## config.mk

```make
export PLATFORM = sky130hd
export DESIGN_NAME = div_unit
export DESIGN_NICKNAME = d
export VERILOG_FILES = /design/src/rtl/div_unit.sv
export SDC_FILE = /design/constraint.sdc
export NUM_CORES = 1
export LEC_CHECK = 0
export ABC_AREA = 1
export CAP_MARGIN = 10
export CORE_MARGIN = 2
export CORE_UTILIZATION = 35
export DETAILED_ROUTE_END_ITERATION = 10
export PLACE_DENSITY_LB_ADDON = 0.1
export SYNTH_ARGS = -nofsm -noshare
export SYNTH_HDL_FRONTEND = slang
export SYNTH_SLANG_ARGS = --single-unit
```

## constraint.sdc

```tcl
create_clock -name clk -period 6.1 [get_ports clk]
set_clock_uncertainty 0.15 [all_clocks]
set_input_delay 1.22 -clock clk [delete_from_list [all_inputs] [get_ports clk]]
set_output_delay 1.22 -clock clk [all_outputs]
set_load 0.005 [all_outputs]
```

## src/rtl/div_unit.sv

```systemverilog
// div_unit: iterative 32-bit radix-2 restoring divide/remainder unit.
// Dividend comes from register file dout0 (a), divisor from dout1 (b).
// One quotient bit per cycle; start/busy/done handshake toward issue.
//
// Optional feature macro: DIV_FAST_SPECIAL_EN
//   When defined, divide-by-zero and signed overflow are resolved at accept
//   time and complete in one cycle without asserting busy.
//
// State table:
//   S_IDLE | waiting for start
//   S_CALC | one restoring iteration per cycle, 32 iterations
//   S_FIX  | phase 0: sign correction, phase 1: special cases + result register
//   S_DONE | done pulse; start may be accepted here
//   S_SPEC | fast special-case path (only reachable with DIV_FAST_SPECIAL_EN)
module div_unit #(
  parameter int XLEN  = 32,
  parameter int CNT_W = 6
) (
  input  logic            clk,
  input  logic            rst_n,
  input  logic            start,
  input  logic [1:0]      op,
  input  logic [XLEN-1:0] a,
  input  logic [XLEN-1:0] b,
  input  logic [4:0]      rd_in,
  output logic            busy,
  output logic            done,
  output logic [XLEN-1:0] result,
  output logic [4:0]      rd_out
);

  localparam logic [2:0] S_IDLE = 3'd0;
  localparam logic [2:0] S_CALC = 3'd1;
  localparam logic [2:0] S_FIX  = 3'd2;
  localparam logic [2:0] S_DONE = 3'd3;
  localparam logic [2:0] S_SPEC = 3'd4;

  localparam logic [XLEN-1:0] INT_MIN  = {1'b1, {(XLEN-1){1'b0}}};
  localparam logic [XLEN-1:0] ALL_ONES = {XLEN{1'b1}};
  localparam logic [CNT_W-1:0] CNT_LOAD = CNT_W'(XLEN);
  localparam logic [CNT_W-1:0] CNT_LAST = CNT_W'(1);

  logic [2:0]       state;
  logic [CNT_W-1:0] cnt;
  logic [XLEN-1:0]  quo;
  logic [XLEN-1:0]  div;
  logic [XLEN:0]    rem;
  logic             op_rem;
  logic             q_neg;
  logic             r_neg;
  logic             div_zero;
  logic             ovf;
  logic             fix_ph;

  logic             accept;
  logic             is_div_zero;
  logic             is_ovf;
  logic             take_fast;
  logic [XLEN-1:0]  a_abs;
  logic [XLEN-1:0]  b_abs;
  logic [XLEN+1:0]  shifted;
  logic [XLEN+1:0]  trial;
  logic [XLEN-1:0]  quo_fix;
  logic [XLEN-1:0]  rem_fix;
  logic [XLEN-1:0]  q_final;
  logic [XLEN-1:0]  r_final;

  assign busy   = (state == S_CALC) || (state == S_FIX);
  assign done   = (state == S_DONE);
  assign accept = start && !busy && (state != S_SPEC);

  // Operand magnitudes and special-case detection at the accept boundary.
  // The negation of INT_MIN wraps to itself, which is the correct unsigned
  // magnitude, so no extra handling is needed there.
  always_comb begin
    a_abs       = a;
    b_abs       = b;
    is_div_zero = (b == '0);
    is_ovf      = op[1] && (a == INT_MIN) && (b == ALL_ONES);
    if (op[1] && a[XLEN-1]) a_abs = -a;
    if (op[1] && b[XLEN-1]) b_abs = -b;
  end

`ifdef DIV_FAST_SPECIAL_EN
  assign take_fast = is_div_zero || is_ovf;
`else
  assign take_fast = 1'b0;
`endif

  // One restoring step: shift {rem, quo} left and trial-subtract the divisor.
  // The extra top bit of the subtraction is the borrow (negative result).
  always_comb begin
    shifted = {rem, quo[XLEN-1]};
    trial   = shifted - {2'b00, div};
  end

  // Sign correction and special-case substitution for the FIX stage.
  always_comb begin
    quo_fix = q_neg ? -quo : quo;
    rem_fix = r_neg ? -rem[XLEN-1:0] : rem[XLEN-1:0];
    q_final = quo;
    r_final = rem[XLEN-1:0];
    if (div_zero) begin
      q_final = ALL_ONES;
      r_final = rem[XLEN-1:0];
    end else if (ovf) begin
      q_final = INT_MIN;
      r_final = '0;
    end
  end

  // Control FSM: state, iteration counter and FIX phase.
  always_ff @(posedge clk or negedge rst_n) begin
    if (!rst_n) begin
      state  <= S_IDLE;
      cnt    <= '0;
      fix_ph <= 1'b0;
    end else begin
      case (state)
        S_IDLE, S_DONE: begin
          if (accept) begin
            state  <= take_fast ? S_SPEC : S_CALC;
            cnt    <= CNT_LOAD;
            fix_ph <= 1'b0;
          end else begin
            state <= S_IDLE;
          end
        end
        S_CALC: begin
          cnt <= cnt - CNT_W'(1);
          if (cnt == CNT_LAST) state <= S_FIX;
        end
        S_FIX: begin
          fix_ph <= ~fix_ph;
          if (fix_ph) state <= S_DONE;
        end
        S_SPEC: state <= S_DONE;
        default: state <= S_IDLE;
      endcase
    end
  end

  // Datapath: operand latch at accept, iteration, sign fix.
  always_ff @(posedge clk or negedge rst_n) begin
    if (!rst_n) begin
      quo      <= '0;
      div      <= '0;
      rem      <= '0;
      op_rem   <= 1'b0;
      q_neg    <= 1'b0;
      r_neg    <= 1'b0;
      div_zero <= 1'b0;
      ovf      <= 1'b0;
    end else begin
      case (state)
        S_IDLE, S_DONE: begin
          if (accept) begin
            op_rem   <= op[0];
            q_neg    <= op[1] & (a[XLEN-1] ^ b[XLEN-1]);
            r_neg    <= op[1] & a[XLEN-1];
            div_zero <= is_div_zero;
            ovf      <= is_ovf;
            div      <= b_abs;
            if (take_fast) begin
              // Fast path preloads the final values; SPEC just selects.
              quo <= is_div_zero ? ALL_ONES : INT_MIN;
              rem <= is_div_zero ? {1'b0, a} : '0;
            end else begin
              quo <= a_abs;
              rem <= '0;
            end
          end
        end
        S_CALC: begin
          if (!trial[XLEN+1]) begin
            rem <= trial[XLEN:0];
            quo <= {quo[XLEN-2:0], 1'b1};
          end else begin
            rem <= shifted[XLEN:0];
            quo <= {quo[XLEN-2:0], 1'b0};
          end
        end
        S_FIX: begin
          if (!fix_ph) begin
            quo <= quo_fix;
            rem <= {1'b0, rem_fix};
          end
        end
        default: ;
      endcase
    end
  end

  // Result and destination index; both hold until the next accept.
  always_ff @(posedge clk or negedge rst_n) begin
    if (!rst_n) begin
      result <= '0;
      rd_out <= '0;
    end else begin
      if (accept) rd_out <= rd_in;
      if (state == S_FIX && fix_ph) result <= op_rem ? r_final : q_final;
      if (state == S_SPEC) result <= op_rem ? rem[XLEN-1:0] : quo;
    end
  end

endmodule

```

---- Word-level counts from Yosys, hierarchy flattened ----
Index checks and enable logic that the tools add are counted.
storage, ports and cells
  bits in read-only memories .............. 0
  output and inout port bits .............. 39
  input bits .............................. 74
  flip-flop bits (word level) ............. 149
  memories kept ........................... 0
  latch bits .............................. 0
  bits in writable memories ............... 0
cells by class
  magnitude comparators ................... 0
  eq/ne operators ......................... 14
  div/mod/pow operators ................... 0
  $mul .................................... 0
  shift operators ......................... 0
  reductions and logical operators ........ 23
  muxes and demuxes ....................... 28
  bitwise gates (word level) .............. 4
  add/sub/neg operators ................... 6
operator list
  operator                                              count
  2-to-1 mux 32 bit                                     14
  negator 32 bit                                        4
  2-to-1 mux 33 bit                                     3
  case mux 33 bit (3 select lines)                      1
  case mux 32 bit (3 select lines)                      1
  equality test 32 bit (second input constant)          2
  subtractor 34 x 32 -> 34 bit                          1
  logical NOT 32 bit                                    1
  case mux 3 bit (4 select lines)                       1
  case mux 6 bit (2 select lines)                       1
  inequality test 2 bit (second input constant)         5
  AND reduction 2 bit                                   4
  AND reduction 4 bit                                   2
  logical AND 1 bit                                     7
  equality test 3 x 2 -> 1 bit (second input constant)  2
  equality test 6 x 1 -> 1 bit (second input constant)  1
  2-to-1 mux 3 bit                                      2
  2-to-1 mux 6 bit                                      1
  nonzero test 2 bit                                    3
  subtractor 6 x 1 -> 6 bit (second input constant)     1
  equality test 3 x 1 -> 1 bit (second input constant)  1
  equality test 3 bit (second input constant)           1
  logical NOT 3 bit                                     1
  2-to-1 mux 1 bit                                      3
  11 further kinds                                      12

---- Depth between registers and ports, before layout ----
  depth after elaboration ................. 7
  mapped depth ............................ 20
  gate-level depth less buffers ........... 20

---- Worst setup path after synthesis ----
OpenSTA, ideal clock, no wires.
  path type ............................... in2reg
  start point ............................. input port a[1]
  end point ............................... register quo[30]
  arrival time ............................ 2.556 ns
  stages .................................. 15
  required time ........................... 5.833 ns
  slack ................................... 3.277 ns
  buffers on the path ..................... 0
  path through ............................ inv_1 > ha_1 > inv_1 > nor3_2 > nand2_1 > inv_1 > nand2_1 > nor3_1 > nand4_1 > nand2_1 > nand2_1 > nand3_1 > nand2_1 > nand2_1 > nand2_1
between the ends
  word-level cells in the longest chain between the ends .. 4
RTL lines
  what                              line  source
  start: declaration                23    input logic [XLEN-1:0] a,
  negator 32 bit                    80    if (op[1] && a[XLEN-1]) a_abs = -a;
  2-to-1 mux 32 bit                 80
  2-to-1 mux 32 bit                 157   if (accept) begin
  case mux 32 bit (3 select lines)  155   case (state)
  end signal: assignment            166   quo <= is_div_zero ? ALL_ONES : INT_MIN;
  end signal: assignment            169   quo <= a_abs;
  end signal: assignment            177   quo <= {quo[XLEN-2:0], 1'b1};
  end: declaration                  45    logic [XLEN-1:0] quo;
No other way between the ends. The select of a mux whose other input is x is not followed.
A chain may end at the register's enable or synchronous reset.

---- Worst setup path after layout ----
  start point ............................. register state[0]
  end point ............................... output port busy
between the ends
  word-level cells in the longest chain between the ends .. 2
RTL lines
  what                                                                                 line  source
  start: declaration                                                                   43    logic [2:0] state;
  start signal: assignment                                                             122   state <= take_fast ? S_SPEC : S_CALC;
  equality test 3 x 1 -> 1 bit / equality test 3 x 2 -> 1 bit (equally long branches)  68    assign busy = (state == S_CALC) || (state == S_FIX);
  logical OR 1 bit (*)                                                                 68
  end: declaration                                                                     26    output logic busy,
Every way passes the cells marked *; elsewhere a longest branch is shown, timed or not.

==> out/metrics.csv <==
stage,metric,value,unit
timing,slew_violations,0,
critical_path,crit_path_start_kind,register,
logic_synthesis,synth.most_common_cell,nand2_1,
critical_path,endpoint_kind,output pin,
power_and_ir_drop,vdd.ir_drop.worst,0.0002276,V
global_route,grt.total_usage,0.2556,
logic_synthesis,syn_nets,2268,
drt,dr.pass1.iters,5,
global_route,antenna_found_initial,0,
final_layout,fill_cells,4043,
timing,rsz0062_at_grt,false,
drt,viasPerCell,5.110,
timing,setup_viol_count_final,0,
critical_path,cp_data_arrival_time,2.65,ns
final_layout,area_growth,16.81,%
drt,initialDrtViolationCount,1012,
drt,drc,0,
timing,relSlewSlack,0.3618,
logic_synthesis,synth_ff_type,dfrtp_1,
placement,gp_congestion,0.9398,
critical_path,required,4.73,ns
logic_synthesis,synth-edff-count,0,
timing,finalSetupTns,0,ns
drt,drt-total-wl,48890,um
drt,route.vias.total,14083,
clock_tree,numCtsBuffers,17,
clock_tree,clk_pin_slew,0.07,ns
clock_tree,clock_path_buffers,2,
logic_synthesis,synth_top_area_frac,0.2801,
logic_synthesis,synth_seq_cells,148,
timing,fin_crit,4.015,ns
power_and_ir_drop,seqPwrFrac,0.215,
critical_path,critPathLaunch,state[0]$_DFFE_PN0P_,
drt,wl_per_cell,17.74,um
floorplanning,die_x,198.4,um
min_path,holdCritPathClass,register to register,
floorplanning,num_rows,71,
logic_synthesis,async_flop_share,1.000,
clock_tree,cts_max_level,4,
power_and_ir_drop,p_leak,7.988,nW
placement,dp_hpwl,39100,um
timing,timing.fmax,249.0,MHz
logic_synthesis,seq_area_frac_synth,0.2801,
logic_synthesis,syn_avg_cell_area,6.147,um^2
floorplanning,die_height,198.4,um
min_path,hp-start,result[24]$_DFFE_PN0P_,
floorplanning,die_area,39350,um^2
timing,tightestPinTransition,0.9562,ns
clock_tree,cts_setup_buffers,0,
critical_path,path_class,register to output pin,
floorplanning,start_util,0.3535,
final_layout,fin_nets,2350,
global_route,grt_pass1_wl,76750,um
logic_synthesis,ys_warn_count,0,
power_and_ir_drop,clockPowerShare,0.131,
floorplanning,io_pins,113,
clock_tree,cts_hold_buf,0,
clock_tree,clk_latency,0.45,ns
timing,finalHoldViolCount,0,
placement,pre_cts_ws,1.800,ns
timing,worst_slack,2.085,ns
power_and_ir_drop,swShare,0.5490,
timing,finalCritPeriodShare,0.6583,
job,max_cap_viol_count,0,
clock_tree,cts_root_buffer,clkbuf_16,
logic_synthesis,ys_types,51,
critical_path,path_max_fanout,32,
power_and_ir_drop,power.internal,0.004060,W
global_route,grt_max_degree,61,
power_and_ir_drop,pwr-share-comb,0.654,
final_layout,diodes,0,
global_route,grt_pass1_vias,13713,
clock_tree,cts_tree,built,
power_and_ir_drop,switchingPower,0.004943,W
logic_synthesis,yosys-top-cells-area,"dfrtp_1 28%, nand2_1 19%, inv_1 9.4%, nand3_1 7.6%, nor2_1 5.1%",
floorplanning,coreArea,37400,um^2
logic_synthesis,syn_area,13220,um^2
status,outcome,"complete, no violations",
clock_tree,clock-sinks,148,
logic_synthesis,yosys-top-cells-count,"682 x nand2_1, 331 x inv_1, 201 x nand3_1, 181 x nor2_1, 148 x dfrtp_1",
critical_path,worst_r2r_startpoint,state[0]$_DFFE_PN0P_,
logic_synthesis,synthCells,2151,
clock_tree,cts_resized,0,
power_and_ir_drop,power_density,582.9,nW/um^2
placement,io_buffer_count,112,
drt,drtAntennaViolNets,0,
logic_synthesis,synth_top_cell_by_area,dfrtp_1,
global_route,grt_overflow_total,0,
final_layout,drive_gt1_frac,0.05033,
==> cell usage in the layout (no fill, tap or decap), types with 6 or more instances in the layout <==
cell / n
o22ai_1: 11
clkbuf_16: 17
nand2_1: 681
o21bai_1: 6
o221ai_1: 32
inv_2: 8
buf_4: 14
nor4_1: 8
inv_1: 331
nand3_1: 201
or2_2: 6
o21ai_0: 112
nand2_2: 20
dfrtp_1: 148
xnor2_1: 11
o211ai_1: 14
nor2_1: 179
nand3b_1: 7
nor2_2: 14
nor3_1: 34
clkdlybuf4s50_1: 111
ha_1: 42
a21oi_1: 86
nand4_1: 42
xor2_1: 30
==> metal layers <==
metal  part of all wire  vias up  GRT usage
met5                  0        -          0
met1               0.48     6521     0.3595
met4              0.026        0    0.08688
li1                   -     7112          -
met3              0.045       67    0.02708
met2               0.45      383     0.4074
==> state kept, by name, summed over array words and instances, names as in the netlist <==
register / flops
op_rem: 1
rd_out: 5
div: 32
fix_ph: 1
ovf: 1
state: 2
result: 32
div_zero: 1
cnt: 6
r_neg: 1
q_neg: 1
rem: 33
quo: 32
==> final cells by class <==
type                       instances  area (um^2)  area share
multi-input combinational       1597         7949      0.5147
sequential                       148         3704      0.2398
inverter                         343         1287     0.08337
timing repair buffer             126         1227     0.07948
tap                              511        639.4     0.04140
clock buffer                      19        432.9     0.02803
clock inverter                    12        203.9     0.01321
==> per-stage QoR <==
| step | instance area [um^2] | power [W] | hold slack (ns) | utilization | instances |
|---|---|---|---|---|---|
| after CTS | 15440 | 0.008993 | 0.3356 | 0.4129 | 2756 |
| after global routing | 15440 | 0.009890 | 0.3498 | 0.4129 | 2756 |
| after floorplan | 13220 | 0.005917 | 0.3030 | - | 2151 |
| final | 15440 | 0.009003 | 0.3287 | 0.4129 | 2756 |
| after detailed placement | 14810 | 0.007775 | 0.3148 | 0.3959 | 2725 |
| after global placement | 14810 | 0.007738 | 0.3151 | 0.3959 | 2725 |
==> worst paths after layout <==
check | slack (ns) | endpoint | depth (start not counted)
hold / removal | 0.33 | result[24]$_DFFE_PN0P_ | 2
max in group asynchronous | 4.09 | quo[12]$_DFFE_PN0P_ | 2
setup reg to reg | 2.09 | quo[29]$_DFFE_PN0P_ | 12
hold reg to reg | 0.33 | result[24]$_DFFE_PN0P_ | 2
setup / recovery | 2.08 | busy | 5
min in group asynchronous | 0.61 | rem[30]$_DFFE_PN0P_ | 1
==> critical path, stage by stage, from the launching register on <==
cell and delay [ns]:
dfrtp_1 0.38, inv_1 0.07, ha_1 0.29, buf_4 0.25, inv_1 0.56, clkdlybuf4s50_1 0.63
==> logic make-up after synthesis <==
group                      count (synthesis)  synth area share
AOI/OAI and AO/OA                        299            0.1356
xor gates and xnor gates                  41           0.02716
adders and majority gates                 43           0.04126
buffers and inverters                    406            0.1195
DFF                                      148            0.2801
and+or+nand+nor                         1214            0.3963
==> power by group through the flow <==
stage / Combinational [W] / Sequential [W] / Clock, W
after CTS: 0.00586 / 0.00193 / 0.00121
after detailed placement: 0.00583 / 0.00195 / 0
after global placement: 0.00580 / 0.00194 / 0
after global routing: 0.00666 / 0.00199 / 0.00124
final: 0.00588 / 0.00194 / 0.00118
after floorplan: 0.00419 / 0.00173 / 0
Note: power is estimated with default switching activity, not from simulation.
